$ cat src/rtl/seg_capture.sv
// Recovers hex bytes from a multiplexed 3-digit seven-segment display showing "h", high nibble, low nibble.
// Each digit must hold steady for STABLE_CYCLES clocks before it is decoded and fed to a framing FSM.
module seg_capture #(
  parameter int unsigned STABLE_CYCLES = 16
) (
  input  logic       clk,
  input  logic       rst_n,
  input  logic [7:0] segments,
  input  logic [2:0] segments_enable,
  output logic [7:0] hex_byte,
  output logic       byte_valid,
  output logic       frame_error,
  output logic       locked
);

  localparam int unsigned VEC_W = 11;
  localparam int unsigned CNT_W = 16;
  localparam logic [CNT_W-1:0] CNT_MAX = CNT_W'(STABLE_CYCLES);
  localparam logic [CNT_W-1:0] CNT_EVT = CNT_W'(STABLE_CYCLES - 1);

  localparam logic [2:0] EN_LEFT   = 3'b100;
  localparam logic [2:0] EN_CENTER = 3'b010;
  localparam logic [2:0] EN_RIGHT  = 3'b001;

  typedef enum logic [1:0] {
    WAIT_H = 2'd0,
    GET_HI = 2'd1,
    GET_LO = 2'd2
  } state_t;

  logic [VEC_W-1:0] sync1;
  logic [VEC_W-1:0] sync2;
  logic [VEC_W-1:0] cur_vec;
  logic [VEC_W-1:0] prev_vec;
  logic [CNT_W-1:0] stable_cnt;
  logic             same;
  logic             digit_evt;

  logic [7:0] seg_pat;
  logic [2:0] dig_en;
  logic       is_h;
  logic       hex_ok;
  logic [3:0] nibble;

  state_t     state;
  state_t     state_n;
  logic [3:0] hi_nib;
  logic [3:0] hi_nib_n;
  logic [7:0] hex_byte_n;
  logic       byte_valid_n;
  logic       frame_error_n;
  logic       locked_n;

  // Two-flop synchronizer on the raw active-low pins; resets to all-ones (blank, no digit enabled).
  always_ff @(posedge clk or negedge rst_n) begin
    if (!rst_n) begin
      sync1 <= '1;
      sync2 <= '1;
    end else begin
      sync1 <= {segments, segments_enable};
      sync2 <= sync1;
    end
  end

  assign cur_vec = ~sync2;
  assign seg_pat = cur_vec[10:3];
  assign dig_en  = cur_vec[2:0];
  assign same    = (cur_vec == prev_vec);

  // Stability counter: restarts on any change, saturates once the digit is accepted.
  always_ff @(posedge clk or negedge rst_n) begin
    if (!rst_n) begin
      prev_vec   <= '0;
      stable_cnt <= '0;
    end else begin
      prev_vec <= cur_vec;
      if (!same) begin
        stable_cnt <= '0;
      end else if (stable_cnt != CNT_MAX) begin
        stable_cnt <= stable_cnt + CNT_W'(1);
      end
    end
  end

  // Fires on the cycle the counter steps onto STABLE_CYCLES; an all-off enable is not a digit.
  assign digit_evt = same && (stable_cnt == CNT_EVT) && (dig_en != 3'b000);

  // Pattern decode on segments a..g; DP is masked off.
  always_comb begin
    hex_ok = 1'b1;
    nibble = 4'h0;
    is_h   = 1'b0;
    case ({seg_pat[7:1], 1'b0})
      8'hFC: nibble = 4'h0;
      8'h60: nibble = 4'h1;
      8'hDA: nibble = 4'h2;
      8'hF2: nibble = 4'h3;
      8'h66: nibble = 4'h4;
      8'hB6: nibble = 4'h5;
      8'hBE: nibble = 4'h6;
      8'hE0: nibble = 4'h7;
      8'hFE: nibble = 4'h8;
      8'hF6: nibble = 4'h9;
      8'hEE: nibble = 4'hA;
      8'h3E: nibble = 4'hB;
      8'h9C: nibble = 4'hC;
      8'h7A: nibble = 4'hD;
      8'h9E: nibble = 4'hE;
      8'h8E: nibble = 4'hF;
      8'h2E: begin
        hex_ok = 1'b0;
        is_h   = 1'b1;
      end
      default: hex_ok = 1'b0;
    endcase
  end

  // Frame FSM state and registered outputs.
  always_ff @(posedge clk or negedge rst_n) begin
    if (!rst_n) begin
      state       <= WAIT_H;
      hi_nib      <= 4'h0;
      hex_byte    <= 8'h00;
      byte_valid  <= 1'b0;
      frame_error <= 1'b0;
      locked      <= 1'b0;
    end else begin
      state       <= state_n;
      hi_nib      <= hi_nib_n;
      hex_byte    <= hex_byte_n;
      byte_valid  <= byte_valid_n;
      frame_error <= frame_error_n;
      locked      <= locked_n;
    end
  end

  always_comb begin
    state_n       = state;
    hi_nib_n      = hi_nib;
    hex_byte_n    = hex_byte;
    byte_valid_n  = 1'b0;
    frame_error_n = 1'b0;
    if (digit_evt) begin
      case (state)
        WAIT_H: begin
          if (dig_en == EN_LEFT && is_h) state_n = GET_HI;
        end
        GET_HI: begin
          if (dig_en == EN_CENTER && hex_ok) begin
            hi_nib_n = nibble;
            state_n  = GET_LO;
          end else if (dig_en == EN_LEFT && is_h) begin
            state_n = GET_HI;
          end else begin
            frame_error_n = 1'b1;
            state_n       = WAIT_H;
          end
        end
        GET_LO: begin
          if (dig_en == EN_RIGHT && hex_ok) begin
            hex_byte_n   = {hi_nib, nibble};
            byte_valid_n = 1'b1;
          end else begin
            frame_error_n = 1'b1;
          end
          state_n = WAIT_H;
        end
        default: state_n = WAIT_H;
      endcase
    end
    locked_n = locked;
    if (byte_valid_n) begin
      locked_n = 1'b1;
    end else if (frame_error_n) begin
      locked_n = 1'b0;
    end
  end

endmodule
$ cat config.mk
export PLATFORM = sky130hd
export DESIGN_NAME = seg_capture
export DESIGN_NICKNAME = d
export VERILOG_FILES = /design/src/rtl/seg_capture.sv
export SDC_FILE = /design/constraint.sdc
export NUM_CORES = 1
export LEC_CHECK = 0
export CORE_UTILIZATION = 45
export DETAILED_ROUTE_END_ITERATION = 8
export PLACE_DENSITY = 0.65
export SKIP_CTS_REPAIR_TIMING = 1
export SLEW_MARGIN = 20
export SYNTH_ARGS = -nofsm -noshare
export SYNTH_HDL_FRONTEND = slang
export SYNTH_SLANG_ARGS = --single-unit
$ cat constraint.sdc
create_clock -name clk -period 3.6 [get_ports clk]
set_clock_uncertainty 0.15 [all_clocks]
set_input_delay 0.36 -clock clk [delete_from_list [all_inputs] [get_ports clk]]
set_output_delay 0.36 -clock clk [all_outputs]
set_load 0.03 [all_outputs]
# After elaboration in Yosys (flattened, before gate mapping)
# Index checks and enable logic that the tools add are counted.
op_classes:
  add_sub_neg: 1
  n_eq_ne: 27
  muxes: 19
  bitwise: 1
  n_reduce_logical: 12
op_table:
  columns: ["op", "count"]
  rows:
  - ["7-bit equality test (second input constant)", 12]
  - ["4-bit one-hot mux with 15 select lines", 1]
  - ["16-bit 2-to-1 mux", 2]
  - ["7-bit by 6-bit equality test with 1-bit output (second input constant)", 3]
  - ["16-bit by 1-bit adder with 16-bit output (second input constant)", 1]
  - ["16-bit by 4-bit equality test with 1-bit output (second input constant)", 1]
  - ["16-bit by 5-bit inequality test with 1-bit output (second input constant)", 1]
  - ["16-bit OR reduction", 1]
  - ["7-bit by 5-bit equality test with 1-bit output (second input constant)", 2]
  - ["1-bit 2-to-1 mux", 12]
  - ["11-bit equality test", 1]
  - ["11-bit NOT", 1]
  - ["3-bit AND reduction", 2]
  - ["1-bit logical AND", 5]
  - ["2-bit 2-to-1 mux", 2]
  - ["2-bit one-hot mux with 2 select lines", 1]
  - ["3-bit by 1-bit equality test with 1-bit output (second input constant)", 1]
  - ["3-bit by 2-bit equality test with 1-bit output (second input constant)", 1]
  - ["3-bit equality test (second input constant)", 1]
  - ["3-bit nonzero test", 1]
  - ["2-bit by 1-bit equality test with 1-bit output (second input constant)", 1]
  - ["2-bit equality test (second input constant)", 1]
  - ["2-bit logical NOT", 1]
  - ["2-bit by 1-bit inequality test with 1-bit output (second input constant)", 1]
  - ["4 further kinds", 4]
totals:
  reg_bits: 66
  inputBits: 13
  out_inout_bits: 11
  wordCells: 70

# Longest topological paths before layout
# Gate-level depths: netlist (run 1).
depth:
  ltp_word: 10
  depth_mapped: 8

# Least setup slack after synthesis (run 1)
# OpenSTA, ideal clock, no wires.
synth_path:
  kind: "register -> register"
  start: "register sync2[6]"
  end: "register hex_byte[0]"
  setup_time_ns: 0.125
  arrival_time_ns: 2.558
  required_ns: 3.325
  setup_slack_ns: 0.767
  path_stages_with_launch: 8
  synth_period_minus_slack_ns: 2.833
  path_cell_list: "dfstp_2 buf_1 nand4b_1 mux2_2 o221ai_2 o21ai_4 nor4_4 mux2_2"
synth_via:
  elab_chain_len: 6
  word_cells_on_any_way: 25
  classes_between: "17 x eq/ne; 2 x mux; 1 x bitwise; 5 x reduce/logical"
synth_rtl:
  columns: ["item", "line_no", "source"]
  rows:
  - ["start, declared", "32", "logic [VEC_W-1:0] sync2;"]
  - ["start signal, assigned", "61", "sync2 <= sync1;"]
  - ["11-bit NOT (*)", "65", "assign cur_vec = ~sync2;"]
  - ["7-bit equality test, or another cell as far along", "93", "case ({seg_pat[7:1], 1'b0})"]
  - ["16-bit OR reduction (no source line)", null, null]
  - ["1-bit 2-to-1 mux", "93", null]
  - ["1-bit logical AND", "160", "if (dig_en == EN_RIGHT && hex_ok) begin"]
  - ["3-bit AND reduction (no source line)", null, null]
  - ["end signal, assigned", "130", "hex_byte <= hex_byte_n;"]
  - ["end, declared", "10", "output logic [7:0] hex_byte,"]
# Mark *: on every way between the ends. The rest lies on a longest branch, timed or not.
# A chain may end at the register's enable or synchronous reset.

# Worst setup path in the final report (run 1)
layout_path:
  start: "register sync2[9]"
  end: "register hex_byte[3]"
# The elaborated chain is that of the path after synthesis.

==> flow_summary.yaml, run 1 <==
outcome:
  outcome: "finished, final reports clean"
logic_synthesis:
  ys_seq_area_frac: 0.574
  synth.area.top_cells: "dfrtp_1 (38%), dfstp_2 (20%), mux2_2 (5.4%), xnor2_1 (4.5%), xor2_1 (3.0%)"
  syn_area_mm2: 0.00293
  yosysWarnings: 0
  synth_top_area_cell: "dfrtp_1"
  synth_nets: 269
  synth_top_area_share: 0.376
  ys_async_sr_fraction: 1.00
  ys_ff_latch: 66
  ys.flop_type: "dfrtp_1"
  ys_types: 48
  netlist_instances: 251
  synth_edf_count: 0
  synth_area_per_cell_um2: 11.7
sta:
  worst_slew_pin_slew_ns: 0.804
  maxSlewViolCount: 0
  fmax_mhz: 315
  hold_viol: 0
  rsz0062_at_grt: "no"
  min_period_ns: 3.17
  relSlewSlack: 0.464
  setup_viol: 0
  tns_ns: 0
  fin_crit_sh: 0.882
die:
  start_util: 0.463
  rows: 29
  die_area_mm2: 0.00683
  core_area_mm2: 0.00631
  ios: 24
  die_h_um: 82.6
  fp.dieW_um: 82.6
routing:
  routed_wl_um: 4750
  drtAntennaViolNets: 0
  num_vias: 1876
  route.detailed.drc: 0
  wire_per_inst_um: 13.2
  drt_iter0_markers: 54
  routed_via_density: 5.23
  firstDrtPassIters: 4
critical_path:
  slowest_delay_ns: 0.65
  worstPathArrival_ns: 3.24
  cpMostUsedCell: "mux2_2"
  cp_slowest_cell: "nor4_4"
  worstSetupPathType: "register to register"
  worstPathMaxFanout: 12
  end_kind: "register"
  cp.required_ns: 3.67
  start_kind: "register"
  worstPathCellList: "or4b_4 -> mux2_2 -> o221ai_2 -> o21ai_4 -> nor4_4 -> mux2_2"
power:
  power_density_mw_per_mm2: 449
  ir_worst_vdd_mv: 0.239
  p_leak_nw: 1.44
final_layout:
  diodes: 0
  final.fill_count: 551
  layout-drive-gt1-share: 0.216
  final_common_cell: "dfrtp_1"
  area_growth_pct: 17.3
  nets: 295
  layout_common_cells: "dfrtp_1 (44), nor2_1 (22), clkdlybuf4s50_1 (22), dfstp_2 (22), inv_1 (16)"
  layout.cells.non_filler: 359
place:
  io_buffers: 23
  dp_hpwl_um: 3240
  gp_routability_congestion: 0.861
  dp_cells: 343
clocking:
  clk_latency_ns: 0.34
  cts_buffers: 9
  cts.sinks: 66
  cts_buffer_depth: 2
  tritoncts: "yes"
  clk_pin_slew_ns: 0.07
  cts_root_buffer: "clkbuf_8"
  htree_levels: 3
hold_path:
  hp-class: "input pin to async pin"
grt:
  grt_pass1_vias: 1777
  grt_pass1_wl_um: 8220
  overflow: 0
  grtUsageTotal: 0.164
  grt_max_degree: 67
  antenna_found_initial: 0
flow_run:
  cap_violations: 0
==> cell usage after synthesis (all sizes together) (2+ instances only) <==
library cell and number:
or4 2, clkbuf 6, dfstp 22, nor4bb 2
nor3 8, xor2 10, o21ai 6, ha 5
or3 3, a21oi 8, nor2 22, and3 4
or4b 2, nor4 8, buf 4, o221ai 2
nand4b 2, xnor2 15, a31oi 2, o22a 2
inv 16, nand2b 2, nand2 13, nand3 12
mux2 14, dfrtp 44
==> path summary, 6_finish.rpt <==
check | from | endpoint | slack [ns] | cells after the start
max in group asynchronous | rst_n | prev_vec[6]$_DFF_PN0_ | 2.73 | 2
min in group clk | sync1[2]$_DFF_PN1_ | sync2[2]$_DFF_PN1_ | 0.21 | 0
setup / recovery | sync2[9]$_DFF_PN1_ | hex_byte[3]$_DFFE_PN0P_ | 0.43 | 6
hold reg to reg | sync1[2]$_DFF_PN1_ | sync2[2]$_DFF_PN1_ | 0.21 | 0
setup reg to reg | sync2[9]$_DFF_PN1_ | hex_byte[3]$_DFFE_PN0P_ | 0.43 | 6
hold / removal | rst_n | stable_cnt[3]$_DFFE_PN0P_ | 0.02 | 2
==> area by class of cell <==
cell class,count,area [µm²],share of cell area
Sequential cell,66,1680,0.489
Multi-Input combinational cell,159,1140,0.331
Timing Repair Buffer,25,240,0.0700
Clock buffer,11,141,0.0412
Tap cell,77,96.3,0.0281
Clock inverter,5,77.6,0.0226
Inverter,16,60.1,0.0175
==> metal layers <==
| metal | share of wire | vias to the layer above | track usage |
|---|---|---|---|
| met5 | 0 | - | 0 |
| met4 | 0.019 | 0 | 0.0690 |
| met3 | 0.041 | 12 | 0.0495 |
| met2 | 0.43 | 41 | 0.238 |
| met1 | 0.51 | 896 | 0.226 |
| li1 | - | 927 | - |
==> critical path: cells and delay by family, from the launching register on <==
family / cells / cell delay (ns)
AOI/OAI and AO/OA: 2 / 0.40
muxes: 2 / 0.71
and+or+nand+nor: 2 / 1.17
DFF: 1 / 0.64
==> through the flow <==
stage	power (mW)	hold slack (ns)	cell area (µm²)	utilization	worst slack [ns]
CTS	1.56	0.0670	3430	0.543	0.392
detailed placement	0.872	0.197	3210	0.509	0.402
global placement	0.872	0.195	3210	0.509	0.481
global route	1.61	0.113	3430	0.543	0.251
finish	1.54	0.0247	3430	0.543	0.426
floorplan	0.836	-0.0856	2930	-	0.767
==> where the power goes <==
group / internal, mW / switching [mW]
logic: 0.0316 / 0.0345
registers: 0.771 / 0.0203
clock network: 0.407 / 0.275
==> logic make-up (layout without fill, tap and decap cells) <==
family,count (synthesis),count (layout),synth area share
compound gates,30,30,0.0766
buf+inv,26,57,0.0376
fa+ha+maj,5,5,0.0214
flops,66,66,0.574
mux,14,14,0.0539
xor+xnor,25,25,0.0749
simple gates,85,85,0.162
==> registers in the layout, summed over array words and instances (netlist names) <==
| register | flops |
|---|---|
| frame_error | 1 |
| state | 2 |
| sync1 | 11 |
| hex_byte | 8 |
| stable_cnt | 16 |
| prev_vec | 11 |
| hi_nib | 4 |
| locked | 1 |
| byte_valid | 1 |
| sync2 | 11 |
(Power assumes the default switching activity.)
==> run 2: changes to the inputs <==
--- a/config.mk
+++ b/config.mk
@@ -7,5 +7,5 @@
 export LEC_CHECK = 0
-export CORE_UTILIZATION = 45
+export CORE_UTILIZATION = 40
 export DETAILED_ROUTE_END_ITERATION = 8
-export PLACE_DENSITY = 0.65
+export PLACE_DENSITY = 0.6
 export SKIP_CTS_REPAIR_TIMING = 1
--- a/constraint.sdc
+++ b/constraint.sdc
@@ -4,2 +4,2 @@
 set_output_delay 0.36 -clock clk [all_outputs]
-set_load 0.03 [all_outputs]
+set_load 0.005 [all_outputs]
==> run 2 against run 1 <==
Effect of this change: fmax is 0.96% higher; worst setup slack better by 0.030 ns; largest cell class unchanged; critical endpoint is now hex_byte[2]$_DFFE_PN0P_; hold slack better by 0.18 ns; first-iteration DRC count rose to 2.6 times the previous value; power up 1.0%; core utilization decreased by 4.1 points; sequential share of layout area fell by 0.81 points; cell area increased by 1.7%; global-route usage shrank 1.2 points; sequential power about the same; clock power rose by 2%; via count is 0.91% higher.
==> flow_summary.yaml, run 2 (same netlist as run 1, synthesis figures left out) <==
outcome:
  outcome: "finished, final reports clean"
sta:
  setup_viol: 0
  min_period_ns: 3.14
  worst_slew_pin_slew_ns: 0.634
  hold_viol: 0
  fmax_mhz: 318
  tns_ns: 0
  maxSlewViolCount: 0
  rsz0062_at_grt: "no"
  fin_crit_sh: 0.873
  relSlewSlack: 0.574
power:
  pwr-share-clk: 0.447
  switchingPower_mw: 0.328
  intPower_mw: 1.23
  fin_total_pwr_mw: 1.55
  power_density_mw_per_mm2: 446
  p_leak_nw: 1.46
  p_sw_frac: 0.211
  pwr-share-seq: 0.509
  ir_worst_vdd_mv: 0.252
  combPwrFrac: 0.044
die:
  ios: 24
  core_area_mm2: 0.00694
  rows: 30
  die_h_um: 87.5
  start_util: 0.421
  fp.dieW_um: 87.5
  die_area_mm2: 0.00766
routing:
  route.detailed.drc: 0
  drtAntennaViolNets: 0
  firstDrtPassIters: 4
  routed_via_density: 4.98
  wire_per_inst_um: 13.1
  drt_iter0_markers: 138
  num_vias: 1893
  routed_wl_um: 4990
grt:
  grt_pass1_wl_um: 8780
  grt_pass1_vias: 1861
  grtUsageTotal: 0.152
  overflow: 0
  grt_max_degree: 52
  antenna_found_initial: 0
place:
  io_buffers: 23
  dp_hpwl_um: 3450
  gp_routability_congestion: 0.899
clocking:
  clk_pin_slew_ns: 0.07
  clk_latency_ns: 0.34
  htree_levels: 3
  cts_buffers: 9
  cts.sinks: 66
  tritoncts: "yes"
  cts_root_buffer: "clkbuf_8"
  cts_buffer_depth: 2
final_layout:
  final.fill_count: 613
  multi_input_area_mm2: 0.00114
  layout-drive-gt1-share: 0.218
  largest_register_ffs: 16
  layout_common_cells: "dfrtp_1 (44), nor2_1 (22), clkdlybuf4s50_1 (22), dfstp_2 (22), inv_1 (16)"
  final_common_cell: "dfrtp_1"
  top_register: "stable_cnt"
  nets: 297
  final-seq-area_mm2: 0.00168
  diodes: 0
  final_util: 0.502
  area_growth_pct: 19.2
critical_path:
  worstPathArrival_ns: 3.21
  worstSetupPathType: "register to register"
  cp.required_ns: 3.67
  worstPathMaxFanout: 12
  start_kind: "register"
  end_kind: "register"
flow_run:
  cap_violations: 0
hold_path:
  hp-class: "register to register"
## run 2: path summary, 6_finish.rpt
path	endpoint	slack, ns	startpoint	cells past startpoint
hold reg to reg	sync2[6]$_DFF_PN1_	0.21	sync1[6]$_DFF_PN1_	0
hold / removal	sync2[6]$_DFF_PN1_	0.21	sync1[6]$_DFF_PN1_	0
max in group asynchronous	sync1[1]$_DFF_PN1_	2.22	rst_n	3
min in group asynchronous	state[1]$_DFFE_PN0P_	0.43	rst_n	2
setup / recovery	hex_byte[2]$_DFFE_PN0P_	0.46	sync2[9]$_DFF_PN1_	6
setup reg to reg	hex_byte[2]$_DFFE_PN0P_	0.46	sync2[9]$_DFF_PN1_	6
## run 2: stage by stage
step | setup WS (ns) | instance area [µm²] | instances | hold WS [ns]
after floorplan | 0.767 | 2930 | 251 | -0.0856
after global placement | 0.488 | 3240 | 363 | 0.195
after detailed placement | 0.458 | 3240 | 363 | 0.197
after CTS | 0.432 | 3480 | 379 | 0.0989
after global routing | 0.219 | 3490 | 380 | 0.209
final | 0.456 | 3490 | 380 | 0.205
## run 2: per-layer routing
metal / track usage / part of all wire / up-vias
li1: - / - / 929
met1: 0.217 / 0.51 / 916
met2: 0.216 / 0.43 / 38
met3: 0.0464 / 0.034 / 10
met4: 0.0611 / 0.018 / 0
met5: 0 / 0 / -
## run 2: final cells by class
type	count	share of cell area
Sequential cell	66	0.481
Multi-Input combinational cell	159	0.326
Timing Repair Buffer	27	0.0746
Clock buffer	13	0.0549
Tap cell	96	0.0344
Inverter	16	0.0172
Clock inverter	3	0.0118
## run 2: power groups by stage
stage          sequential, mW  combinational, mW  clock [mW]
4_1_cts                 0.791             0.0690       0.711
3_5_place_dp            0.805             0.0685           0
3_3_place_gp            0.804             0.0688           0
6_report                0.792             0.0688       0.694
2_1_floorplan           0.791             0.0447           0
5_1_grt                 0.794             0.0782       0.753
## run 2: critical path, stage by stage (launching register included)
cell and delay, ns:
dfstp_2 0.64, or4b_4 0.52, mux2_2 0.30, o221ai_2 0.25, o21ai_4 0.13, nor4_4 0.62, mux2_2 0.41
==> run 3: changes to the inputs <==
SKIP_CTS_REPAIR_TIMING = unset   (was 1)
==> results of run 3 <==
The final DEF is identical to that of run 2; final timing and power are the same.
